File: src/rtl/ddr_par_pkg.sv
// rtl/ddr_par_pkg.sv - shared DDR command-state encodings and timing defaults
// Shared with the DDR signal generator, which decodes cstate into pin activity.
package ddr_par;

    typedef enum logic [3:0] {
        C_IDLE   = 4'd0,
        C_ACTIVE = 4'd1,
        C_TRCD   = 4'd2,
        C_READA  = 4'd3,
        C_CL     = 4'd4,
        C_RDATA  = 4'd5,
        C_WRITEA = 4'd6,
        C_WDATA  = 4'd7,
        C_AR     = 4'd8,
        C_TRFC   = 4'd9
    } cstate_t;

    localparam int DEF_ADDR_W  = 24;
    localparam int DEF_T_RCD   = 2;
    localparam int DEF_CL      = 2;
    localparam int DEF_BL      = 4;
    localparam int DEF_T_WR_RP = 4;
    localparam int DEF_T_RFC   = 8;
    localparam int DEF_REF_INT = 780;

    localparam int CNT_W = 8;

    // Phase counters count down to zero, so an n-cycle phase loads n-1.
    function automatic logic [CNT_W-1:0] load_val(input int cycles);
        return CNT_W'(cycles - 1);
    endfunction

endpackage

File: src/rtl/ddr_ref_timer.sv
// rtl/ddr_ref_timer.sv - refresh interval counter with saturating pending count
// Pending refreshes clear whenever the scheduler is disabled; overrun is sticky until reset.
module ddr_ref_timer
    import ddr_par::*;
#(
    parameter int REF_INT = DEF_REF_INT
) (
    input  logic       clk,
    input  logic       rst,
    input  logic       i_enable,
    input  logic       i_ar_start,
    output logic [1:0] o_pending,
    output logic       o_overrun
);

    localparam int            RW     = (REF_INT > 1) ? $clog2(REF_INT) : 1;
    localparam logic [RW-1:0] RELOAD = RW'(REF_INT - 1);

    logic [RW-1:0] r_cnt;
    logic [1:0]    r_pending;
    logic          r_overrun;
    logic          w_inc;
    logic          w_dec;

    assign w_inc = i_enable && (r_cnt == '0);
    assign w_dec = i_enable && i_ar_start;

    always_ff @(posedge clk or posedge rst) begin
        if (rst) begin
            r_cnt     <= RELOAD;
            r_pending <= 2'd0;
            r_overrun <= 1'b0;
        end else if (!i_enable) begin
            r_cnt     <= RELOAD;
            r_pending <= 2'd0;
        end else begin
            r_cnt <= w_inc ? RELOAD : r_cnt - 1'b1;
            if (w_inc && (r_pending == 2'd3))
                r_overrun <= 1'b1;
            // Simultaneous expiry and service cancel out.
            if (w_inc && !w_dec && (r_pending != 2'd3))
                r_pending <= r_pending + 2'd1;
            else if (!w_inc && w_dec && (r_pending != 2'd0))
                r_pending <= r_pending - 2'd1;
        end
    end

    assign o_pending = r_pending;
    assign o_overrun = r_overrun;

endmodule

File: src/rtl/ddr_cmd_sched.sv
// rtl/ddr_cmd_sched.sv - DDR command scheduler: refresh-first, round-robin read/write
// Every decision is taken in C_IDLE; commands run as fixed-length auto-precharge sequences.
module ddr_cmd_sched
    import ddr_par::*;
#(
    parameter int ADDR_W  = DEF_ADDR_W,
    parameter int T_RCD   = DEF_T_RCD,
    parameter int CL      = DEF_CL,
    parameter int BL      = DEF_BL,
    parameter int T_WR_RP = DEF_T_WR_RP,
    parameter int T_RFC   = DEF_T_RFC,
    parameter int REF_INT = DEF_REF_INT
) (
    input  logic              clk,
    input  logic              reset,
    input  logic              init_done,
    input  logic              rd_req,
    input  logic [ADDR_W-1:0] rd_addr,
    output logic              rd_ack,
    output logic              rd_valid,
    input  logic              wr_req,
    input  logic [ADDR_W-1:0] wr_addr,
    output logic              wr_ack,
    output logic              wr_strobe,
    output logic [3:0]        cstate,
    output logic [ADDR_W-1:0] addr,
    output logic              ref_overrun
);

    localparam logic [CNT_W-1:0] L_RCD   = load_val(T_RCD);
    localparam logic [CNT_W-1:0] L_CL    = load_val(CL);
    localparam logic [CNT_W-1:0] L_RDATA = load_val(BL / 2);
    localparam logic [CNT_W-1:0] L_WDATA = load_val(BL / 2 + T_WR_RP);
    localparam logic [CNT_W-1:0] L_WREC  = CNT_W'(T_WR_RP);
    localparam logic [CNT_W-1:0] L_RFC   = load_val(T_RFC);

    cstate_t           r_state;
    logic [CNT_W-1:0]  r_cnt;
    logic              r_is_wr;
    logic              r_wr_turn;
    logic              r_rd_ack;
    logic              r_wr_ack;
    logic              r_rd_valid;
    logic              r_wr_strobe;
    logic [ADDR_W-1:0] r_addr;

    logic [1:0] w_pending;
    logic       w_ar_start;
    logic       w_rd_win;
    logic       w_wr_win;

    assign w_ar_start = init_done && (r_state == C_IDLE) && (w_pending != 2'd0);
    // r_wr_turn is set after a read grant so the writer wins the next tie.
    assign w_rd_win   = rd_req && (!wr_req || !r_wr_turn);
    assign w_wr_win   = wr_req && !w_rd_win;

    ddr_ref_timer #(
        .REF_INT(REF_INT)
    ) u_ref (
        .clk       (clk),
        .rst       (reset),
        .i_enable  (init_done),
        .i_ar_start(w_ar_start),
        .o_pending (w_pending),
        .o_overrun (ref_overrun)
    );

    always_ff @(posedge clk or posedge reset) begin
        if (reset) begin
            r_state     <= C_IDLE;
            r_cnt       <= '0;
            r_is_wr     <= 1'b0;
            r_wr_turn   <= 1'b0;
            r_rd_ack    <= 1'b0;
            r_wr_ack    <= 1'b0;
            r_rd_valid  <= 1'b0;
            r_wr_strobe <= 1'b0;
            r_addr      <= '0;
        end else if (!init_done) begin
            r_state     <= C_IDLE;
            r_rd_ack    <= 1'b0;
            r_wr_ack    <= 1'b0;
            r_rd_valid  <= 1'b0;
            r_wr_strobe <= 1'b0;
        end else begin
            r_rd_ack <= 1'b0;
            r_wr_ack <= 1'b0;
            case (r_state)
                C_IDLE: begin
                    if (w_pending != 2'd0) begin
                        r_state <= C_AR;
                    end else if (w_rd_win) begin
                        r_state   <= C_ACTIVE;
                        r_rd_ack  <= 1'b1;
                        r_addr    <= rd_addr;
                        r_is_wr   <= 1'b0;
                        r_wr_turn <= 1'b1;
                    end else if (w_wr_win) begin
                        r_state   <= C_ACTIVE;
                        r_wr_ack  <= 1'b1;
                        r_addr    <= wr_addr;
                        r_is_wr   <= 1'b1;
                        r_wr_turn <= 1'b0;
                    end
                end
                C_ACTIVE: begin
                    r_state <= C_TRCD;
                    r_cnt   <= L_RCD;
                end
                C_TRCD: begin
                    if (r_cnt == '0)
                        r_state <= r_is_wr ? C_WRITEA : C_READA;
                    else
                        r_cnt <= r_cnt - 1'b1;
                end
                C_READA: begin
                    r_state <= C_CL;
                    r_cnt   <= L_CL;
                end
                C_CL: begin
                    if (r_cnt == '0) begin
                        r_state    <= C_RDATA;
                        r_cnt      <= L_RDATA;
                        r_rd_valid <= 1'b1;
                    end else begin
                        r_cnt <= r_cnt - 1'b1;
                    end
                end
                C_RDATA: begin
                    if (r_cnt == '0) begin
                        r_state    <= C_IDLE;
                        r_rd_valid <= 1'b0;
                    end else begin
                        r_cnt <= r_cnt - 1'b1;
                    end
                end
                C_WRITEA: begin
                    r_state     <= C_WDATA;
                    r_cnt       <= L_WDATA;
                    r_wr_strobe <= 1'b1;
                end
                C_WDATA: begin
                    // The tail of the phase is write recovery plus precharge: no data.
                    if (r_cnt == L_WREC)
                        r_wr_strobe <= 1'b0;
                    if (r_cnt == '0) begin
                        r_state     <= C_IDLE;
                        r_wr_strobe <= 1'b0;
                    end else begin
                        r_cnt <= r_cnt - 1'b1;
                    end
                end
                C_AR: begin
                    r_state <= C_TRFC;
                    r_cnt   <= L_RFC;
                end
                C_TRFC: begin
                    if (r_cnt == '0)
                        r_state <= C_IDLE;
                    else
                        r_cnt <= r_cnt - 1'b1;
                end
                default: r_state <= C_IDLE;
            endcase
        end
    end

    assign cstate    = r_state;
    assign addr      = r_addr;
    assign rd_ack    = r_rd_ack;
    assign wr_ack    = r_wr_ack;
    assign rd_valid  = r_rd_valid;
    assign wr_strobe = r_wr_strobe;

endmodule
File: config.mk
export PLATFORM = sky130hd
export DESIGN_NAME = ddr_cmd_sched
export DESIGN_NICKNAME = d
export VERILOG_FILES = /design/src/rtl/ddr_par_pkg.sv /design/src/rtl/ddr_ref_timer.sv /design/src/rtl/ddr_cmd_sched.sv
export SDC_FILE = /design/constraint.sdc
export NUM_CORES = 1
export LEC_CHECK = 0
export ABC_AREA = 1
export BUFFER_PORTS_ARGS = -buffer_cell sky130_fd_sc_hd__buf_2
export CAP_MARGIN = 0
export CORE_MARGIN = 5
export CORE_UTILIZATION = 40
export DETAILED_ROUTE_END_ITERATION = 6
export PLACE_DENSITY = 0.66
export SLEW_MARGIN = 20
export SYNTH_ARGS = -nofsm -noshare
export SYNTH_HDL_FRONTEND = slang
export SYNTH_SLANG_ARGS = --single-unit
File: constraint.sdc
create_clock -name clk -period 2 [get_ports clk]
set_input_delay 0.3 -clock clk [delete_from_list [all_inputs] [get_ports clk]]
set_output_delay 0.3 -clock clk [all_outputs]
set_load 0.1 [all_outputs]
# Word level (Yosys, flattened, before mapping)
# Index checks and enable logic that the tools add are counted.
# totals
output_inout_bits	33
memories	0
regBits	55
mem_bits_rw	0
latchBits	0
inputBits	53
rom_bits	0
# op_classes
n_addsub	4
shift	0
div	0
mul	0
magnitude_cmp	0
eq_ne	22
n_mux	40
n_bitwise	1
n_reduce_logical	32
# op_table
cell	n
24-bit two-way mux	2
8-bit case mux with 5 select lines	1
4-bit case mux with 8 select lines	1
4-bit two-way mux	7
10-bit two-way mux	2
1-bit two-way mux	19
4-bit by 3-bit equality test with 1-bit output (second input constant)	4
8-bit two-way mux	2
1-bit logical AND	11
10-bit zero test	1
10-bit by 1-bit subtractor with 10-bit output (second input constant)	1
3-bit by 1-bit inequality test with 1-bit output (second input constant)	3
3-bit inequality test (second input constant)	3
4-bit by 2-bit equality test with 1-bit output (second input constant)	2
4-bit equality test (second input constant)	2
8-bit by 3-bit equality test with 1-bit output (second input constant)	1
8-bit zero test	1
4-bit AND reduction	2
8-bit by 1-bit subtractor with 8-bit output (second input constant)	1
2-bit two-way mux	3
3-bit AND reduction	2
1-bit zero test	5
5-bit by 4-bit inequality test with 1-bit output (second input constant)	1
5-bit nonzero test	1
other kinds (17)	21

# Depth between registers and ports, before layout
# depth
depth_word	10
ltp_mapped	11
mapped_depth_nobuf	11

# Modules after synthesis
# A second synthesis with hierarchy kept.
# hier_totals
cells_unflattened	395
area_unflattened_um2	3042.9
# modules_own_cells
mod	n_inst	seq_area_each_um2	cells_each	area_per_inst_um2
ddr_cmd_sched	1	1051.0	310	2288.4
ddr_ref_timer	1	331.6	85	754.5

# Worst setup path before layout
# No wires, ideal clock.
# synth_path
path_kind	reg-to-reg
start	reg r_state[2], in the netlist cstate[2]
end	reg r_cnt[5]
stages_incl_launch_ff	10
arrival_ps	1964
setup_slack_ps	-80
path_buffers	0
setup_ps	116
period_less_slack_ps	2080
cell_sequence	dfrtp_1 > inv_1 > nand3_1 > nand2_1 > nand2_1 > nand2_4 > a21oi_4 > nand2_2 > nand2_1 > nand2_1
# synth_via
elab_chain_cells	4
word_cells_on_any_way	15
classes_between	eq/ne (10); mux (1); reduce/logical (4)
# synth_rtl
element	line_no	text
from (decl)	ddr_cmd_sched.sv:37	cstate_t r_state;
from (signal assigned)	ddr_cmd_sched.sv:112	r_state <= r_is_wr ? C_WRITEA : C_READA;
4-bit equality test, or another cell as far along	ddr_cmd_sched.sv:88	case (r_state)
4-bit OR reduction (no source line) or 2-bit OR reduction (tied branches)	n/a	
5-bit nonzero test (no source line) or 2-bit inequality test (tied branches)	n/a	
3-bit AND reduction (no source line)	n/a	
to (signal assigned)	ddr_cmd_sched.sv:114	r_cnt <= r_cnt - 1'b1;
to (signal assigned)	ddr_cmd_sched.sv:126	r_cnt <= r_cnt - 1'b1;
to (signal assigned)	ddr_cmd_sched.sv:134	r_cnt <= r_cnt - 1'b1;
to (decl)	ddr_cmd_sched.sv:38	logic [CNT_W-1:0] r_cnt;
# Several ways; a longest one is shown, not always the timed one.
# A chain may end at the register's enable or synchronous reset.

# Worst setup path after layout
# layout_path
start	reg u_ref.r_cnt[0]
end	reg u_ref.r_cnt[6]
# layout_via
elab_chain_cells	4
word_cells_on_any_way	5
classes_between	add/sub (1); mux (2); reduce/logical (2)
# layout_rtl
element	line_no	text
from (decl)	ddr_ref_timer.sv:19	logic [RW-1:0] r_cnt;
from (signal assigned)	ddr_ref_timer.sv:37	r_cnt <= w_inc ? RELOAD : r_cnt - 1'b1;
branches (longest 2 deep; another with 10-bit by 1-bit subtractor with 10-bit output)	n/a	
10-bit two-way mux *	ddr_ref_timer.sv:37	
10-bit two-way mux *	ddr_ref_timer.sv:33	end else if (!i_enable) begin
# Mark *: on every way between the ends.

==> results.cfg <==
[logic_synthesis]
seq_area_frac_synth_pct = 45.6
syn_area_sq_um = 3030
synth_top_area_share_pct = 41.3
synth_area_leaders = dfrtp_1, nand2_1, nand3_1
avgSynthCellArea_sq_um = 7.27
synth-edff-count = 0
ys_types = 30
yosys.area.top_type = dfrtp_1
syn_inst = 417
ys_ff_latch = 55
async_flop_share_pct = 100
yosysWarnings = 0
syn_nets = 473
synth_ff_type = dfrtp_1

[finish]
drive_above_1_share_pct = 24.7
seqCellArea_sq_um = 1390
instances_no_fill = 606
final_cell_mix = nand2_1, buf_2, nand3_1
mostFrequentLayoutCell = nand2_1
stdcell_area_sq_um = 3680
nets = 562
synthToLayoutAreaGrowth_pct = 21.2
diodes = 0
fill_cells = 715
multi_input_area_sq_um = 1460

[clock_tree]
cts.clk_slew.worst_paths_ns = 0.11
cts_setup_buffers = 0
clkSinkCount = 55
clock-root-buffer = clkbuf_8
clk_path_buf_depth = 2
insertion_delay_ns = 0.32
h-tree-depth = 2
cts_buffers = 5
cts.repair.resized = 0
cts_tree = done
holdBufCountCts = 1

[detailed_routing]
drtAntennaViolNets = 0
via_count = 2954
wl_met3_um = 526
vias_per_cell = 4.87
detail_route.iter0.violations = 96
dr.pass1.iters = 4
wl_met2_um = 3350
wl_met1_um = 3330
wire_per_inst_um = 12.1
drc = 0
wl_um = 7340
topRoutingLayerUsed = met4

[timing]
tightest_slew_ns = 0.500
period_needed_ns = 1.78
setup_slack_ns = 0.224
rsz0062_at_grt = false
relSlewSlack_pct = 66.9
drv_slew = 0
clock_skew_ns = 0.00839
tns_ns = 0
finalCritPeriodShare_pct = 88.8
fmax_mhz = 563
setup_viol = 0
final_hold_viol_count = 0

[global_routing]
grt_max_degree = 46
antenna_found_initial = 0
gr-usage-all-layers_pct = 16.3
grt_pass1_wl_um = 13100
overflow = 0
first_global_vias = 2951

[hold_path]
min_path_type = input port to flip-flop

[floorplan]
die_width_um = 97.1
dieArea_sq_um = 9420
rows = 31
floorplan.initialDensity_pct = 41.4
io_pins = 86
coreArea_sq_um = 7330
fp.dieH_um = 97.1

[setup_path]
crit_type = flip-flop to flip-flop
worstSetupEndpointType = flip-flop
cp.arrival_ns = 2.02
worst-path-max-fanout = 7
required_ns = 2.25
critPathLaunchType = flip-flop

[outcome]
status = completed

[placement]
place_ws_ns = 0.238
place.gp.congestion = 0.878
dp_hpwl_um = 5570
portBuffers = 85
dp.cells = 597
post_dp_cell_area_sq_um = 3580

[run]
maxCapViolCount = 0

[power_and_ir_drop]
power.density_nw_per_um2 = 1790
cellLeakagePower_nw = 2.07
vdd_drop_max_v = 0.00133
## per-stage QoR
step           power (W)  utilization [%]  hold slack, ns
2_1_floorplan    0.00520                -           0.420
3_3_place_gp     0.00592             48.8           0.245
3_5_place_dp     0.00596             48.8           0.246
4_1_cts          0.00661             50.2           0.174
5_1_grt          0.00707             50.2           0.180
6_report         0.00656             50.2           0.180
## synthesized netlist by cell type, types with 3 or more instances
master and count:
nand3_1 55, dfrtp_1 50, a21oi_1 6, nand2_1 173
xor2_1 5, nand4_1 6, nor2_4 3, nor2_1 37
o21ai_0 9, ha_1 3, dfstp_2 5, inv_1 35
buf_2 3, nor2_2 7
## cell type report
cell class	instances	area share [%]
Clock buffer	5	1.87
Clock inverter	3	0.612
Inverter	38	3.91
Multi-Input combinational cell	317	39.7
Sequential cell	55	37.7
Tap cell	99	3.37
Timing Repair Buffer	89	12.8
## cells by family after synthesis
group                      share of synthesized area [%]
and+or+nand+nor                                     40.8
DFF                                                 45.6
buffers and inverters                               6.23
AOI/OAI and AO/OA                                   4.41
xor gates and xnor gates                            1.73
adders and majority gates                           1.24
## critical path, stage by stage (launching register included)
cell	delay, ns
dfstp_2	0.54
inv_1	0.08
ha_1	0.22
nand3_1	0.09
nor2_1	0.08
nor2_1	0.39
o21ai_0	0.17
a21oi_1	0.15
## final timing paths
check / depth (start not counted) / from / end / slack (ns)
min in group asynchronous: 3 / reset / addr[16] / 0.45
max: 7 / u_ref.r_cnt[0] / u_ref.r_cnt[6] / 0.22
max reg2reg: 7 / u_ref.r_cnt[0] / u_ref.r_cnt[6] / 0.22
min reg2reg: 1 / u_ref.r_cnt[0] / u_ref.r_cnt[0] / 0.46
max in group asynchronous: 4 / reset / u_ref.r_cnt[9] / 0.97
min: 3 / wr_addr[14] / addr[14] / 0.18
## where the power goes
part           switching (W)  internal, W  leakage [nW]
clock               0.000385     0.000254        0.0489
sequential          0.000308      0.00150         0.700
combinational        0.00329     0.000831          1.32
total                0.00398      0.00258          2.07
## routing by layer
layer / track usage [%] / vias to the layer above
li1: - / 1494
met1: 21.1 / 1331
met2: 27.0 / 117
met3: 3.45 / 12
met4: 5.83 / 0
met5: 0 / -
## sequential cells by signal, summed over array words and instances (netlist names), 2 cells and up
register	cells
u_ref.r_cnt	10
u_ref.o_pending	2
cstate	4
r_cnt	8
addr	24
Power figures use the tool's default switching activity.
